<file path="src/rtl/valve_frame_serializer_if.sv">
// Valid/ready frame handshake between the ejection scheduler
// and the valveboard serializer.
interface valve_frame_serializer_if #(
    parameter int CHANNEL_NUM = 48
);
    logic [CHANNEL_NUM-1:0] frame_data;
    logic                   frame_valid;
    logic                   frame_ready;

    modport master (
        output frame_data,
        output frame_valid,
        input  frame_ready
    );

    modport slave (
        input  frame_data,
        input  frame_valid,
        output frame_ready
    );
endinterface

</file>
<file path="src/rtl/valve_frame_serializer.sv">
// Serializes 48-channel valve words onto the sen/sclk/sdata cable,
// LSB first, with periodic keepalive retransmission of the last word.
module valve_frame_serializer #(
    parameter int CHANNEL_NUM      = 48,
    parameter int SCLK_HALF_PERIOD = 10,
    parameter int SEN_SETUP        = 10,
    parameter int SEN_GAP          = 10,
    parameter int KEEPALIVE_PERIOD = 2_000_000
) (
    input  logic                           sys_clk,
    input  logic                           rst_n,
    valve_frame_serializer_if.slave        frame,
    input  logic                           abort,
    output logic                           line_sclk,
    output logic                           line_sen,
    output logic                           line_sdata,
    output logic                           frame_done,
    output logic                           keepalive_active
);
    localparam int PMAX0 = (SEN_SETUP > SEN_GAP) ? SEN_SETUP : SEN_GAP;
    localparam int PMAX  = (PMAX0 > SCLK_HALF_PERIOD) ? PMAX0 : SCLK_HALF_PERIOD;
    localparam int PW    = $clog2(PMAX + 1);
    localparam int KW    = $clog2(CHANNEL_NUM);
    localparam int AW    = $clog2(KEEPALIVE_PERIOD);

    localparam logic [PW-1:0] SETUP_LAST = PW'(SEN_SETUP - 1);
    localparam logic [PW-1:0] HALF_LAST  = PW'(SCLK_HALF_PERIOD - 1);
    localparam logic [PW-1:0] GAP_LAST   = PW'(SEN_GAP - 1);
    localparam logic [KW-1:0] K_LAST     = KW'(CHANNEL_NUM - 1);
    localparam logic [AW-1:0] KA_LAST    = AW'(KEEPALIVE_PERIOD - 1);

    typedef enum logic [2:0] {
        IDLE,
        SETUP,
        SHIFT_HI,
        SHIFT_LO,
        GAP
    } state_t;

    state_t                 state;
    logic [PW-1:0]          phase;
    logic [KW-1:0]          bit_idx;
    logic [CHANNEL_NUM-1:0] shift_reg;
    logic [CHANNEL_NUM-1:0] last_frame;
    logic [AW-1:0]          ka_cnt;
    logic                   busy;

    assign frame.frame_ready = (state == IDLE);
    assign busy = (state == SETUP) || (state == SHIFT_HI) ||
                  (state == SHIFT_LO);

    always_ff @(posedge sys_clk or negedge rst_n) begin
        if (!rst_n) begin
            state            <= IDLE;
            phase            <= '0;
            bit_idx          <= '0;
            shift_reg        <= '1;
            last_frame       <= '1;
            ka_cnt           <= '0;
            line_sclk        <= 1'b0;
            line_sen         <= 1'b0;
            line_sdata       <= 1'b1;
            frame_done       <= 1'b0;
            keepalive_active <= 1'b0;
        end else begin
            frame_done <= 1'b0;
            if (ka_cnt != KA_LAST) ka_cnt <= ka_cnt + AW'(1);
            // abort drops the line at once; receiver discards the short frame
            if (abort && busy) begin
                state      <= GAP;
                phase      <= '0;
                line_sen   <= 1'b0;
                line_sclk  <= 1'b0;
                line_sdata <= 1'b1;
            end else begin
                unique case (state)
                    IDLE: begin
                        if (frame.frame_valid || ka_cnt == KA_LAST) begin
                            state     <= SETUP;
                            phase     <= '0;
                            ka_cnt    <= '0;
                            line_sen  <= 1'b1;
                            line_sclk <= 1'b0;
                            if (frame.frame_valid) begin
                                shift_reg  <= frame.frame_data;
                                last_frame <= frame.frame_data;
                                line_sdata <= frame.frame_data[0];
                            end else begin
                                shift_reg        <= last_frame;
                                line_sdata       <= last_frame[0];
                                keepalive_active <= 1'b1;
                            end
                        end
                    end
                    SETUP: begin
                        if (phase == SETUP_LAST) begin
                            state     <= SHIFT_HI;
                            phase     <= '0;
                            bit_idx   <= '0;
                            line_sclk <= 1'b1;
                        end else begin
                            phase <= phase + PW'(1);
                        end
                    end
                    SHIFT_HI: begin
                        if (phase == HALF_LAST) begin
                            state     <= SHIFT_LO;
                            phase     <= '0;
                            line_sclk <= 1'b0;
                            // next bit goes out on the falling edge
                            if (bit_idx != K_LAST) begin
                                line_sdata <= shift_reg[1];
                                shift_reg  <= shift_reg >> 1;
                            end
                        end else begin
                            phase <= phase + PW'(1);
                        end
                    end
                    SHIFT_LO: begin
                        if (phase == HALF_LAST) begin
                            phase <= '0;
                            if (bit_idx == K_LAST) begin
                                state      <= GAP;
                                line_sen   <= 1'b0;
                                line_sdata <= 1'b1;
                                frame_done <= 1'b1;
                            end else begin
                                state     <= SHIFT_HI;
                                bit_idx   <= bit_idx + KW'(1);
                                line_sclk <= 1'b1;
                            end
                        end else begin
                            phase <= phase + PW'(1);
                        end
                    end
                    GAP: begin
                        if (phase == GAP_LAST) begin
                            state            <= IDLE;
                            phase            <= '0;
                            keepalive_active <= 1'b0;
                        end else begin
                            phase <= phase + PW'(1);
                        end
                    end
                    default: state <= IDLE;
                endcase
            end
        end
    end
endmodule

</file>
<file path="src/flat_wrapper.sv">
// flat-port wrapper written by rule: the top's interface ports become plain ports
module valve_frame_serializer_flat 
#(
    parameter int CHANNEL_NUM      = 48,
    parameter int SCLK_HALF_PERIOD = 10,
    parameter int SEN_SETUP        = 10,
    parameter int SEN_GAP          = 10,
    parameter int KEEPALIVE_PERIOD = 2_000_000
)
  (sys_clk, rst_n, abort, line_sclk, line_sen, line_sdata, frame_done, keepalive_active, frame_frame_data, frame_frame_valid, frame_frame_ready);
  valve_frame_serializer_if #(.CHANNEL_NUM(CHANNEL_NUM)) frame_i ();
  input  logic sys_clk;
  input  logic rst_n;
  input  logic abort;
  output logic line_sclk;
  output logic line_sen;
  output logic line_sdata;
  output logic frame_done;
  output logic keepalive_active;
  input wire logic [$bits(frame_i.frame_data)-1:0] frame_frame_data;
  input wire logic [$bits(frame_i.frame_valid)-1:0] frame_frame_valid;
  output wire logic [$bits(frame_i.frame_ready)-1:0] frame_frame_ready;
  assign frame_i.frame_data = frame_frame_data;
  assign frame_i.frame_valid = frame_frame_valid;
  assign frame_frame_ready = frame_i.frame_ready;
  valve_frame_serializer #(.CHANNEL_NUM(CHANNEL_NUM), .SCLK_HALF_PERIOD(SCLK_HALF_PERIOD), .SEN_SETUP(SEN_SETUP), .SEN_GAP(SEN_GAP), .KEEPALIVE_PERIOD(KEEPALIVE_PERIOD)) u_core (.sys_clk(sys_clk), .rst_n(rst_n), .frame(frame_i), .abort(abort), .line_sclk(line_sclk), .line_sen(line_sen), .line_sdata(line_sdata), .frame_done(frame_done), .keepalive_active(keepalive_active));
endmodule
</file>
<file path="config.mk">
export PLATFORM = sky130hd
export DESIGN_NAME = valve_frame_serializer_flat
export DESIGN_NICKNAME = d
export VERILOG_FILES = /design/src/rtl/valve_frame_serializer_if.sv /design/src/rtl/valve_frame_serializer.sv /design/src/flat_wrapper.sv
export SDC_FILE = /design/constraint.sdc
export NUM_CORES = 1
export LEC_CHECK = 0
export ABC_AREA = 0
export CORE_ASPECT_RATIO = 1.4
export CORE_MARGIN = 3
export CORE_UTILIZATION = 55
export CTS_CLUSTER_SIZE = 30
export DETAILED_ROUTE_END_ITERATION = 16
export PLACE_DENSITY_LB_ADDON = 0.15
export SYNTH_ARGS = -nofsm -noshare
export SYNTH_HDL_FRONTEND = slang
export SYNTH_SLANG_ARGS = --single-unit
</file>
<file path="constraint.sdc">
create_clock -name sys_clk -period 6.4 [get_ports sys_clk]
set_input_delay 1.92 -clock sys_clk [delete_from_list [all_inputs] [get_ports sys_clk]]
set_output_delay 1.92 -clock sys_clk [all_outputs]
set_load 0.01 [all_outputs]
</file>
## After elaboration in Yosys (flattened, before gate mapping)

Cells that the tools add are included.

- Register bits: 135
- Output and inout bits: 6
- Logic and storage cells: 114

- $add $sub $neg: 3
- Eq/ne operators: 25
- Muxes and demuxes: 52
- Bitwise logic cells: 1
- Reduce and logical (&&, ||, !) cells: 22

Operators by type and width:

| operator | number |
|---|---|
| 48-bit two-way mux | 4 |
| 48-bit case mux with 2 select lines | 1 |
| 21-bit two-way mux | 4 |
| 1-bit two-way mux | 23 |
| 21-bit by 1-bit adder with 21-bit output, second input constant | 1 |
| 21-bit == test, second input constant | 1 |
| 3-bit two-way mux | 7 |
| 21-bit != test, second input constant | 1 |
| 5-bit AND reduction | 4 |
| 6-bit two-way mux | 3 |
| 3-bit != test, second input constant | 6 |
| 3-bit case mux with 5 select lines | 1 |
| 4-bit two-way mux | 3 |
| 2-bit != test, second input constant | 6 |
| 6-bit case mux with 2 select lines | 1 |
| 6-bit AND reduction | 2 |
| 4-bit case mux with 2 select lines | 1 |
| 6-bit by 1-bit adder with 6-bit output, second input constant | 1 |
| 3-bit by 2-bit == test with 1-bit output, second input constant | 2 |
| 6-bit == test, second input constant | 1 |
| 3-bit by 1-bit != test with 1-bit output, second input constant | 2 |
| 6-bit != test, second input constant | 1 |
| 2-bit nonzero test | 3 |
| 3-bit nonzero test | 2 |
| 18 further kinds | 22 |

## Logic depth before layout (Yosys ltp)

- Word-level depth: 6
- Gate-level depth with buffers: 10

## Worst setup path after synthesis

OpenSTA, ideal clock, no wires.

- Path type: input -> register
- Start point: input frame_frame_valid
- End point: register u_core.last_frame[26]
- Library setup time: 82 ps
- Arrival: 3346 ps
- Slack: 2972 ps
- Cell stages on the path: 6
- Buffers on the path: 4
- Cell sequence: clkbuf_1 > and3_1 > clkbuf_1 > buf_2 > buf_1 > mux2_2

- Cells in the longest elaborated chain, start to end: 2
- Elaborated cells between the ends (all ways): 3

RTL lines:

| what | line | text |
|---|---|---|
| from (decl) | flat_wrapper.sv:21 | `input wire logic [$bits(frame_i.frame_valid)-1:0] frame_frame_valid;` |
| 1-bit logical OR | valve_frame_serializer.sv:78 | `if (frame.frame_valid \|\| ka_cnt == KA_LAST) begin` |
| 3-bit AND reduction (no line) | - |  |
| to (signal assigned) | valve_frame_serializer.sv:86 | `last_frame <= frame.frame_data;` |
| to (decl) | valve_frame_serializer.sv:44 | `logic [CHANNEL_NUM-1:0] last_frame;` |

Several ways; a longest one is shown, not always the timed one.
A chain may end at the register's enable or synchronous reset.

## Worst setup path in the final report

- Start point: register u_core.state[1]
- End point: output frame_frame_ready

- Cells in the longest elaborated chain, start to end: 1

RTL lines:

| what | line | text |
|---|---|---|
| from (decl) | valve_frame_serializer.sv:40 | `state_t state;` |
| from (signal assigned) | valve_frame_serializer.sv:54 | `state <= IDLE;` |
| from (signal assigned) | valve_frame_serializer.sv:70 | `state <= GAP;` |
| from (signal assigned) | valve_frame_serializer.sv:79 | `state <= SETUP;` |
| 3-bit logical NOT | valve_frame_serializer.sv:48 | `assign frame.frame_ready = (state == IDLE);` |
| to (decl) | flat_wrapper.sv:22 | `output wire logic [$bits(frame_i.frame_ready)-1:0] frame_frame_ready;` |

No other way between the ends.

==> impl_table.tex <==
\begin{tabular}{lr}
\hline
Metric & Value \\
\hline
\multicolumn{2}{l}{\textbf{Clock tree}} \\
Number of buffers inserted during clock tree synthesis & 17 \\
Setup Fix Bufs, Post-CTS & 0 \\
Insertion delay of the later-clocked pin in the worst-skew pair & 0.41 ns \\
CTS root buffer & clkbuf\_16 \\
Clock tree sinks & 134 \\
Max Root-Sink Buffers & 2 \\
Max H-tree Level & 4 \\
Cts repair resizes & 0 \\
\# hold bufs at CTS & 0 \\
Clock-pin slew on the worst setup and hold paths & 0.05 ns \\
Clock tree from TritonCTS & built \\
\multicolumn{2}{l}{\textbf{Critical path}} \\
Slowest stage cell on the critical path & dfrtp\_1 \\
Reg-to-reg critical path startpoint & u\_core.ka\_cnt[0] \\
Required time of the critical path & 4.48 ns \\
Startpoint type of the worst setup path & flop \\
Cell count along the critical path & 4 \\
Kind of cell adding the most delay to the critical path & buffers and inverters \\
Depth of the worst register-to-register path & 8 \\
Setup crit start & u\_core.state[1] \\
Buffers and inverters on the worst path & 2 \\
Type of destination of the critical path & output pin \\
Type of the worst setup path & flop to output pin \\
Reg2reg setup slack & 3.48 ns \\
Max Fanout on Critical Path & 13 \\
WP data arrival & 2.06 ns \\
Chain of cells forming the critical path & nor2\_1 -> nand2\_1 -> inv\_1 -> clkdlybuf4s50\_1 \\
Max incr delay on CP & around 0.56 ns \\
\multicolumn{2}{l}{\textbf{Place}} \\
IO buf count & 57 \\
Post-detail-place hpwl & 8.98 mm \\
Final weighted congestion of routability-driven global placement & 0.816 \\
Cell area after placement & 7380 um2 \\
\multicolumn{2}{l}{\textbf{Logic synthesis}} \\
Leading cell types by total area after synthesis & dfstp\_2 37\%, dfrtp\_1 14\%, mux2\_2 8.1\% \\
Cell type with the largest total area after synthesis & dfstp\_2 \\
Post-Synthesis Cells & approximately 660 \\
Number of enable flip-flop cells after synthesis & 0 \\
Syn nets & 719 \\
Leading register cell type out of synthesis & dfstp\_2 \\
Count of state elements after synthesis & 134 \\
Yosys cell types & 50 \\
Sequential cell area fraction in the yosys report & 51.3\% \\
Avg Synthesized Cell Area & slightly above 10 um2 \\
Top cell type's share of synthesized area & 37.2\% \\
Mapped Area & 6780 um2 \\
Count of warnings emitted by yosys & 0 \\
Post-synthesis async set-or-reset flop share & between 90\% and 100\% \\
\multicolumn{2}{l}{\textbf{Hold path}} \\
Classification of the worst-slack hold path & flop to flop \\
Worst hold stages & 2 \\
Hold path start & u\_core.shift\_reg[42] \\
\multicolumn{2}{l}{\textbf{Global routing}} \\
Global route overflow & 0 \\
First-pass GRT wire length & $\sim$24 mm \\
Antenna violations before repair & 0 \\
Maximum number of pins on one net before global-route repair & 93 \\
Vias in the first global route & around 5,000 \\
Total track usage & 21.9\% \\
\multicolumn{2}{l}{\textbf{Detailed routing}} \\
First DRT Iteration DRCs & between 300 and 400 \\
Drt total wl & approximately 14 mm \\
DRC viols & 0 \\
WL/cell & 16.3 um \\
Vias/cell & just under 6 \\
Antenna violation net count after detailed routing & 0 \\
Number of detailed-routing iterations run before antenna repair & 4 \\
Total number of vias & approximately 5,100 \\
\multicolumn{2}{l}{\textbf{Timing}} \\
Final hold violations & 0 \\
Final worst hold slack & 0.480 ns \\
Setup\_tns & 0 ns \\
Final worst-path cycle share & 62.2\% \\
\# setup viols final & 0 \\
Worst-case headroom to the max-slew limit & 23.8\% \\
RSZ-0062 raised after global routing & no \\
Final critical-path required period & 3.98 ns \\
Final slew viol count & 0 \\
Highest attainable clock frequency & 0.251 GHz \\
Transition at the pin with the smallest max-transition slack & between 1 and 1.5 ns \\
Post-Route Skew & 0.00801 ns \\
\multicolumn{2}{l}{\textbf{Pwr}} \\
Power density of the placed cells & approximately 430 nW/um2 \\
Clock power frac & 26.2\% \\
Switching power total & just over 0.001 W \\
Leakage power of the design & 3.16 nW \\
Part of the power in combinational logic & 27.0\% \\
Proportion of total power due to net switching & between 20\% and 30\% \\
Post-layout total power & 0.00341 W \\
Proportion of power drawn by flip-flops and latches & 46.8\% \\
Internal power & 0.00240 W \\
Worst IR Drop VDD & around 0.25 mV \\
\multicolumn{2}{l}{\textbf{Layout}} \\
Antenna Cells & 0 \\
Multi-input logic area & roughly 3000 um2 \\
Highest-count cells in the layout ignoring fill and taps & 96 x dfstp\_2, 82 x nor2\_1, 64 x o21ai\_0 \\
Net total in the final layout & roughly 760 \\
Layout cell share with drive strength beyond 1 & 26.5\% \\
Largest register FFs & 48 \\
Layout overhead on the synthesized area & 16.8\% \\
Most common cell after layout, fill and taps aside & dfstp\_2 \\
Non-Filler Cell Area, Final & 7920 um2 \\
Number of filler instances in the final layout & 943 \\
Sequential standard cell area & between 3000 and 4000 um2 \\
\multicolumn{2}{l}{\textbf{Floorplan}} \\
Boundary Pins & 58 \\
Initial Utilization & a little under three fifths \\
Cell Rows & 47 \\
Placeable core region & $\sim$12,000 um2 \\
Die width & approximately 100 um \\
Die Outline Area & 13,700 um2 \\
Overall die height & 137 um \\
\multicolumn{2}{l}{\textbf{Outcome}} \\
Result of the run & finished, final reports clean \\
\multicolumn{2}{l}{\textbf{Flow run}} \\
Maximum Capacitance Violations & 0 \\
\hline
\end{tabular}
-- layout make-up --
type / instances / share of cell area [%]
timing repair buffer: 65 / 7.87
sequential: 134 / 43.9
inverter: 10 / 0.474
clock inverter: 4 / 0.632
clock buffer: 26 / 6.18
multi-input combinational: 471 / 38.7
tap: 147 / 2.32
-- final timing paths --
kind / end
worst max-delay path: frame_frame_ready
worst min-delay path: u_core.shift_reg[42]
worst max register to register: u_core.shift_reg[17]
worst min register to register: u_core.shift_reg[42]
max in group asynchronous: u_core.ka_cnt[9]
min in group asynchronous: u_core.bit_idx[1]
-- cell families after synthesis --
logic type	count (synthesis)	share of synthesized area (%)
AOI/OAI and AO/OA	190	15.2
xor gates and xnor gates	17	2.20
adders and majority gates	4	0.739
buffers and inverters	58	3.86
DFF	134	51.3
muxes	100	15.7
and+or+nand+nor	160	11.1
-- metal layers --
metal	global-route usage [%]	vias up	share of wire, %
met5	0	-	0
met4	8.73	0	2.0
met3	4.26	25	3.2
met2	37.6	105	53
met1	27.1	2518	42
li1	-	2405	-
-- worst min-delay path: stages (launching register included) --
cell and delay (ns):
dfstp_2 0.36, o21ai_0 0.06, o21ai_1 0.06
-- cells in the mapped netlist, types with 3 or more instances --
| cell | number |
|---|---|
| dfstp_2 | 96 |
| nor2_1 | 82 |
| o21ai_0 | 64 |
| a21oi_1 | 57 |
| mux2i_1 | 51 |
| mux2_2 | 49 |
| o21ai_1 | 44 |
| dfrtp_1 | 38 |
| clkbuf_1 | 31 |
| nand2_1 | 25 |
| xnor2_1 | 14 |
| nor3_1 | 12 |
| nand3_1 | 11 |
| inv_1 | 10 |
| buf_1 | 7 |
| buf_2 | 5 |
| buf_6 | 5 |
| nor4_1 | 5 |
| a211oi_1 | 4 |
| a31oi_1 | 4 |
| and3_1 | 4 |
| ha_1 | 4 |
| nand2b_1 | 4 |
| a21o_1 | 3 |
| xor2_1 | 3 |
-- stage by stage --
stage / cells / utilization (%) / setup WS [ns]
after floorplan: 663 / - / 2.97
after global placement: 827 / 61.8 / 2.26
after detailed placement: 827 / 61.8 / 2.21
after CTS: 857 / 66.3 / 2.42
after global routing: 857 / 66.3 / 2.34
final: 857 / 66.3 / 2.42
-- power by group through the flow --
stage               Combinational, W  Clock [W]  Sequential, W
detailed placement          0.000925          0        0.00160
floorplan                   0.000742          0        0.00153
finish                      0.000920   0.000893        0.00160
global placement            0.000882          0        0.00157
global route                 0.00104   0.000955        0.00164
CTS                         0.000933   0.000915        0.00159
Note: power is estimated with default switching activity, not from simulation.
